$ cat config.mk
export PLATFORM = sky130hd
export DESIGN_NAME = fifo_rd_arbiter
export DESIGN_NICKNAME = d
export VERILOG_FILES = /design/src/rtl/fifo_rd_arb_pkg.sv /design/src/rtl/fifo_rd_arbiter_rr_pick.sv /design/src/rtl/fifo_rd_arbiter.sv
export SDC_FILE = /design/constraint.sdc
export NUM_CORES = 1
export LEC_CHECK = 0
export CORE_MARGIN = 1.5
export CORE_UTILIZATION = 45
export CTS_CLUSTER_SIZE = 30
export DETAILED_ROUTE_END_ITERATION = 7
export PLACE_DENSITY = 0.68
export SYNTH_ARGS = -nofsm -noshare
export SYNTH_HDL_FRONTEND = slang
export SYNTH_SLANG_ARGS = --single-unit
$ cat constraint.sdc
create_clock -name rclk -period 4.2 [get_ports rclk]
set_input_delay 0.63 -clock rclk [delete_from_list [all_inputs] [get_ports rclk]]
set_output_delay 0.63 -clock rclk [all_outputs]
set_load 0.02 [all_outputs]
$ cat src/rtl/fifo_rd_arb_pkg.sv
// ---------------------------------------------------------------------------
// fifo_rd_arb_pkg
//   Shared definitions for the async-FIFO read-side arbiter: FSM state
//   encodings, counter widths and the owner-index width helper.
//   Used by: rr_pick, fifo_rd_arbiter.
//   Optional feature macro (used by the top): FIFO_RD_ARB_PRIO_EN.
// ---------------------------------------------------------------------------
package fifo_rd_arb_pkg;

  // Beat counter covers BURST_LEN up to 15; stall counter covers STALL_MAX up to 255.
  localparam int BEAT_W  = 4;
  localparam int STALL_W = 8;

  typedef logic [1:0] state_t;

  localparam state_t ST_IDLE    = 2'd0;
  localparam state_t ST_BURST   = 2'd1;
  localparam state_t ST_RELEASE = 2'd2;

  // Width of an owner index; at least one bit so a single requester still works.
  function automatic int owner_w(input int nreq);
    return (nreq > 1) ? $clog2(nreq) : 1;
  endfunction

endpackage

$ cat src/rtl/fifo_rd_arbiter_rr_pick.sv
// ---------------------------------------------------------------------------
// rr_pick
//   Combinational round-robin picker. Searches req_i starting at ptr_i+1 and
//   wrapping, and reports the first set requester.
//   Ports:
//     req_i   in   NREQ    request vector
//     ptr_i   in   IDX_W   index of the last owner (search starts just after)
//     pick_o  out  NREQ    one-hot winner, 0 when nothing requested
//     idx_o   out  IDX_W   winner index, 0 when nothing requested
//     any_o   out  1       at least one request present
// ---------------------------------------------------------------------------
module rr_pick
  import fifo_rd_arb_pkg::*;
#(
  parameter int NREQ  = 4,
  parameter int IDX_W = owner_w(NREQ)
) (
  input  logic [NREQ-1:0]  req_i,
  input  logic [IDX_W-1:0] ptr_i,
  output logic [NREQ-1:0]  pick_o,
  output logic [IDX_W-1:0] idx_o,
  output logic             any_o
);

  int               sum;
  logic [IDX_W-1:0] cand;

  // Walk NREQ candidates in priority order; the first hit latches via any_o.
  always_comb begin
    pick_o = '0;
    idx_o  = '0;
    any_o  = 1'b0;
    sum    = 0;
    cand   = '0;
    for (int i = 1; i <= NREQ; i++) begin
      sum  = (int'(ptr_i) + i) % NREQ;
      cand = sum[IDX_W-1:0];
      if (!any_o && req_i[cand]) begin
        any_o = 1'b1;
        idx_o = cand;
      end
    end
    if (any_o) begin
      pick_o[idx_o] = 1'b1;
    end
  end

endmodule

$ cat src/rtl/fifo_rd_arbiter.sv
// ---------------------------------------------------------------------------
// fifo_rd_arbiter
//   Shares the read port of an async FIFO among NREQ consumers in the read
//   clock domain. One owner at a time gets a burst of up to BURST_LEN pops;
//   the grant is revoked after STALL_MAX cycles of waiting on an empty FIFO.
//   Popped words are returned as tagged, registered responses.
//   Ports:
//     rclk        in   1           read-domain clock (posedge)
//     rst_n       in   1           synchronous active-low reset
//     req         in   NREQ        per-requester read request (level)
//     gnt         out  NREQ        registered one-hot grant, 0 when idle
//     fifo_empty  in   1           FIFO empty flag
//     fifo_rdata  in   DATA_WIDTH  FIFO head word
//     fifo_rinc   out  1           combinational pop strobe
//     rsp_valid   out  1           one-cycle response strobe
//     rsp_id      out  IDX_W       owner index of the response
//     rsp_data    out  DATA_WIDTH  popped word
//   Configuration macro: FIFO_RD_ARB_PRIO_EN -- when defined, req[0] wins
//   every IDLE arbitration it takes part in (no preemption of a burst).
// ---------------------------------------------------------------------------
module fifo_rd_arbiter
  import fifo_rd_arb_pkg::*;
#(
  parameter  int NREQ       = 4,
  parameter  int DATA_WIDTH = 8,
  parameter  int BURST_LEN  = 4,
  parameter  int STALL_MAX  = 8,
  localparam int IDX_W      = owner_w(NREQ)
) (
  input  logic                  rclk,
  input  logic                  rst_n,
  input  logic [NREQ-1:0]       req,
  output logic [NREQ-1:0]       gnt,
  input  logic                  fifo_empty,
  input  logic [DATA_WIDTH-1:0] fifo_rdata,
  output logic                  fifo_rinc,
  output logic                  rsp_valid,
  output logic [IDX_W-1:0]      rsp_id,
  output logic [DATA_WIDTH-1:0] rsp_data
);

  localparam logic [BEAT_W-1:0]  BEAT_LAST  = BEAT_W'(BURST_LEN);
  localparam logic [STALL_W-1:0] STALL_LAST = STALL_W'(STALL_MAX);
  localparam logic [IDX_W-1:0]   PTR_RESET  = IDX_W'(NREQ - 1);

  state_t                state_q, state_d;
  logic [IDX_W-1:0]      owner_q, owner_d;
  logic [NREQ-1:0]       gnt_q, gnt_d;
  logic [BEAT_W-1:0]     beat_q, beat_d;
  logic [STALL_W-1:0]    stall_q, stall_d;
  logic [IDX_W-1:0]      rr_ptr_q, rr_ptr_d;
  logic                  rsp_valid_q;
  logic [IDX_W-1:0]      rsp_id_q;
  logic [DATA_WIDTH-1:0] rsp_data_q;

  logic [NREQ-1:0]       rr_onehot;
  logic [IDX_W-1:0]      rr_idx;
  logic                  rr_any;
  logic [NREQ-1:0]       win_onehot;
  logic [IDX_W-1:0]      win_idx;
  logic                  owner_req;
  logic                  pop;
  logic                  stall_evt;

  rr_pick #(
    .NREQ  (NREQ),
    .IDX_W (IDX_W)
  ) u_rr_pick (
    .req_i  (req),
    .ptr_i  (rr_ptr_q),
    .pick_o (rr_onehot),
    .idx_o  (rr_idx),
    .any_o  (rr_any)
  );

`ifdef FIFO_RD_ARB_PRIO_EN
  // Requester 0 overrides the rotating pick; rr_ptr still follows the owner.
  assign win_onehot = req[0] ? NREQ'(1) : rr_onehot;
  assign win_idx    = req[0] ? '0       : rr_idx;
`else
  assign win_onehot = rr_onehot;
  assign win_idx    = rr_idx;
`endif

  assign owner_req = req[owner_q];
  // Gated by rst_n so nothing is popped on a reset edge mid-burst.
  assign pop       = rst_n & (state_q == ST_BURST) & owner_req & ~fifo_empty;
  assign stall_evt = (state_q == ST_BURST) & owner_req & fifo_empty;

  assign fifo_rinc = pop;
  assign gnt       = gnt_q;
  assign rsp_valid = rsp_valid_q;
  assign rsp_id    = rsp_id_q;
  assign rsp_data  = rsp_data_q;

  always_comb begin
    state_d  = state_q;
    owner_d  = owner_q;
    gnt_d    = gnt_q;
    beat_d   = beat_q;
    stall_d  = stall_q;
    rr_ptr_d = rr_ptr_q;
    case (state_q)
      ST_IDLE: begin
        // An empty FIFO blocks granting so an owner never starts by stalling.
        if (rr_any && !fifo_empty) begin
          state_d = ST_BURST;
          owner_d = win_idx;
          gnt_d   = win_onehot;
          beat_d  = '0;
          stall_d = '0;
        end
      end
      ST_BURST: begin
        // Both counters saturate at their exit threshold.
        if (pop) begin
          stall_d = '0;
          if (beat_q != BEAT_LAST) beat_d = beat_q + 1'b1;
        end else if (stall_evt && stall_q != STALL_LAST) begin
          stall_d = stall_q + 1'b1;
        end
        // Last-beat pop, request drop and stall timeout all merge into one exit.
        if (beat_d == BEAT_LAST || !owner_req || stall_d == STALL_LAST) begin
          state_d = ST_RELEASE;
          gnt_d   = '0;
        end
      end
      ST_RELEASE: begin
        state_d  = ST_IDLE;
        rr_ptr_d = owner_q;
      end
      default: begin
        state_d = ST_IDLE;
        gnt_d   = '0;
      end
    endcase
  end

  always_ff @(posedge rclk) begin
    if (!rst_n) begin
      state_q     <= ST_IDLE;
      owner_q     <= '0;
      gnt_q       <= '0;
      beat_q      <= '0;
      stall_q     <= '0;
      rr_ptr_q    <= PTR_RESET;
      rsp_valid_q <= 1'b0;
      rsp_id_q    <= '0;
      rsp_data_q  <= '0;
    end else begin
      state_q     <= state_d;
      owner_q     <= owner_d;
      gnt_q       <= gnt_d;
      beat_q      <= beat_d;
      stall_q     <= stall_d;
      rr_ptr_q    <= rr_ptr_d;
      rsp_valid_q <= pop;
      // Response payload holds between pops.
      if (pop) begin
        rsp_id_q   <= owner_q;
        rsp_data_q <= fifo_rdata;
      end
    end
  end

endmodule

==> results.yml <==
run_status:
  status: "complete, no violations"
worst_setup_path:
  cp.required_ns: 3.57
  timing.rr.end: "state_q[0]"
  worst-setup-path-type: "input port to output pin"
  cp_max_fo: 18
  cpPeakStageDelay_ns: 0.65
  rr_startpoint: "state_q[0]"
  cp_slowest_cell: "clkdlybuf4s50_1"
  cp-start-kind: "input port"
  worstRegToRegCells: 7
  crit_top_cell: "clkdlybuf4s50_1"
  crit_family: "buffers and inverters"
  critPathBufInv: 3
  startpoint: "req[3]"
  arrival_ns: 2.88
  cp_cell_sequence: "clkdlybuf4s50_1, mux2i_1, o22ai_4, nand2_1, inv_2, clkdlybuf4s50_1"
  worst_setup_path_end_kind: "output pin"
  reg2reg_slack_ns: 1.58
pwr:
  power_density_nw_per_um2: 317.6
  switchingPower_w: 0.0001855
  clkPwrFrac_pct: 40.8
  seqPwrFrac_pct: 44.2
  swShare_pct: 24.63
  power_leakage_nw: 0.8904
  intPower_w: 0.0005678
  vdd_drop_max_mv: 0.1639
  comb_power_share_pct: 15.0
grt:
  grt_max_degree: 42
  antenna_found_initial: 0
  grt.total_usage_pct: 19.67
  grt_pass1_wl_mm: 6.886
  grt_overflow: 0
  grt_pass1_vias: 1489
route:
  wl_mm: 4.282
  num_vias: 1785
  drt_iter0_drc: 88
  drt_pass1_iterations: 4
  postRouteAntennaNets: 0
  post_drt_wl_per_cell_um: 13.13
  drc: 0
  viasPerCell: 5.475
sta:
  fin_crit_sh_pct: 83.55
  skew_ns: 0.003505
  fin_setup_tns_ns: 0
  hold_violations: 0
  worst_pin_slew_ns: 0.7203
  slew_headroom_pct: 51.54
  rsz0062_at_grt: "no"
  fmax_mhz: 285.0
  setup_viol: 0
  finalMaxSlewViolations: 0
  fin_crit_ns: 3.509
synth:
  synth.area.mux_share_pct: 3.186
  synthCells: 247
  synth_top_cell_area_share_pct: 34.33
  synth_top_family_by_area: "simple AND/OR/NAND/NOR gates"
  ys.flop_type: "dfxtp_1"
  seq_area_frac_synth_pct: 34.33
  synthArstFlopShare_pct: 0
  synth_largest_area_cell: "dfxtp_1"
  yosysWarnings: 0
  synth.area.top_cells: "dfxtp_1 (34%), nand2_1 (7.4%), nor2_1 (5.1%)"
  synthSimpleGateAreaFrac_pct: 33.22
  syn_area_sq_um: 1924
  synth-xor-area-share_pct: 0
  synth_compound_area_share_pct: 21.91
  synth.ff_latch_count: 33
  syn_avg_cell_area_sq_um: 7.791
  syn_nets: 266
  synthAdderAreaFrac_pct: 2.601
  yosysUniqueCellTypes: 52
  synth_edf_count: 0
clock_tree:
  post-cts-setup-buffers: 0
  ctsResizeCount: 0
  cts_buffer_depth: 2
  clock-sinks: 33
  numCtsBuffers: 5
  clockRootBuffer: "clkbuf_8"
  clk_pin_slew_ns: 0.06
  cts_hold_buf: 0
  cts_tree: "done"
  insertion_delay_ns: 0.29
  htree_levels: 2
worst_hold_path:
  min_delay_path_depth: 2
  hold_start: "rsp_data[4]"
  hold_path_class: "flip-flop to flip-flop"
  hold_end: "rsp_data[4]"
die:
  dieArea_sq_um: 4678
  rows: 23
  fp.coreArea_sq_um: 4058
  die_height_um: 68.40
  top_level_ports: 31
  die_x_um: 68.40
  start_util_pct: 47.43
placement:
  dp_hpwl_mm: 3.001
  gp_congestion: 0.8923
  portBuffers: 30
  dpl_cell_area_sq_um: 2256
cells_and_area:
  fin_area_sq_um: 2372
  antenna_cells: 0
  nets: 294
  nFillCells: 382
  syn2layout_area_growth_pct: 23.28
  drive_gt1_share_pct: 7.246
job:
  cap_violations: 0
==> area by class of cell <==
class	instances	area [sq um]	area share (%)
clock buffer	7	86.33	3.639
clock inverter	1	30.03	1.266
multi-input combinational	193	1172	49.42
tap	50	62.56	2.637
sequential	33	660.6	27.85
timing repair buffer	34	330.3	13.92
inverter	8	30.03	1.266
==> cells in the final DEF (no fill, tap or decap), types with 5 or more instances in the layout <==
cell type,instances
and3_1,11
inv_1,7
mux2i_1,5
clkbuf_8,6
nor2b_1,8
nor2_1,26
dfxtp_1,33
a21boi_1,9
o21ai_0,8
clkdlybuf4s50_1,30
a21oi_1,11
nand3_1,17
nand2_1,38
==> sequential cells by signal, indices dropped and copies added, names as in the netlist <==
name	flops
beat_q	4
gnt	4
owner_q	2
rr_ptr_q	2
rsp_data	8
rsp_id	2
rsp_valid	1
stall_q	8
state_q	2
==> tightest hold or removal path: stages (launching register included) <==
cell,delay [ns]
dfxtp_1,0.31
nand2_1,0.05
a21boi_1,0.05
==> power groups by stage <==
stage | clock (W) | combinational, W | sequential [W]
after global routing | 0.000332 | 0.000125 | 0.000334
after global placement | 0 | 0.000113 | 0.000340
after detailed placement | 0 | 0.000113 | 0.000340
after floorplan | 0 | 0.0000720 | 0.000342
after CTS | 0.000319 | 0.000113 | 0.000333
final | 0.000308 | 0.000113 | 0.000333
==> metrics by stage <==
step / hold WS, ns / total power, W / std cells / util [%] / setup slack (ns)
4_1_cts: 0.4549 / 0.0007646 / 326 / 58.46 / 0.7066
6_report: 0.4520 / 0.0007534 / 326 / 58.46 / 0.6911
2_1_floorplan: 0.4621 / 0.0004137 / 247 / - / 1.755
5_1_grt: 0.4763 / 0.0007919 / 326 / 58.46 / 0.5501
3_5_place_dp: 0.4453 / 0.0004526 / 318 / 55.60 / 0.7144
3_3_place_gp: 0.4411 / 0.0004528 / 318 / 55.60 / 0.7354
==> cells in the mapped netlist (2+ instances only) <==
cell type and instances:
a211oi_1 2, a21boi_0 3, a21boi_1 9, a21oi_1 11, a311o_1 2, and2_1 2, and3_1 11, clkbuf_1 10
dfxtp_1 33, ha_1 4, inv_1 7, mux2i_1 5, nand2_1 38, nand2b_1 2, nand3_1 17, nand3b_1 2
nand4_1 4, nor2_1 26, nor2b_1 8, nor3_1 3, nor3b_1 2, nor4_1 2, nor4b_1 4, o21a_1 3
o21ai_0 8, o21ai_1 2, o21bai_1 2
==> how the worst max path moves through the flow <==
stage / endpoint / slack, ns / cells past startpoint
after floorplan: state_q[0] / 1.75 / 7
after global placement: fifo_rinc / 0.74 / 6
after detailed placement: fifo_rinc / 0.71 / 6
after CTS: fifo_rinc / 0.71 / 6
after global routing: fifo_rinc / 0.55 / 6
final: fifo_rinc / 0.69 / 6
==> metal layers <==
metal | share of wire, % | GRT usage [%] | vias to the layer above | wire length, um
met5 | 0 | 0 | - | 0
met4 | 1.1 | 6.000 | 0 | 49
met3 | 4.2 | 5.428 | 4 | 181
met2 | 43 | 29.81 | 34 | 1848
met1 | 51 | 26.95 | 809 | 2202
li1 | - | - | 938 | -
==> cell families after synthesis <==
family | count (synthesis)
compound gates | 57
fa+ha+maj | 4
buf+inv | 21
flops | 33
mux | 6
simple gates | 126
Power figures use the tool's default switching activity.
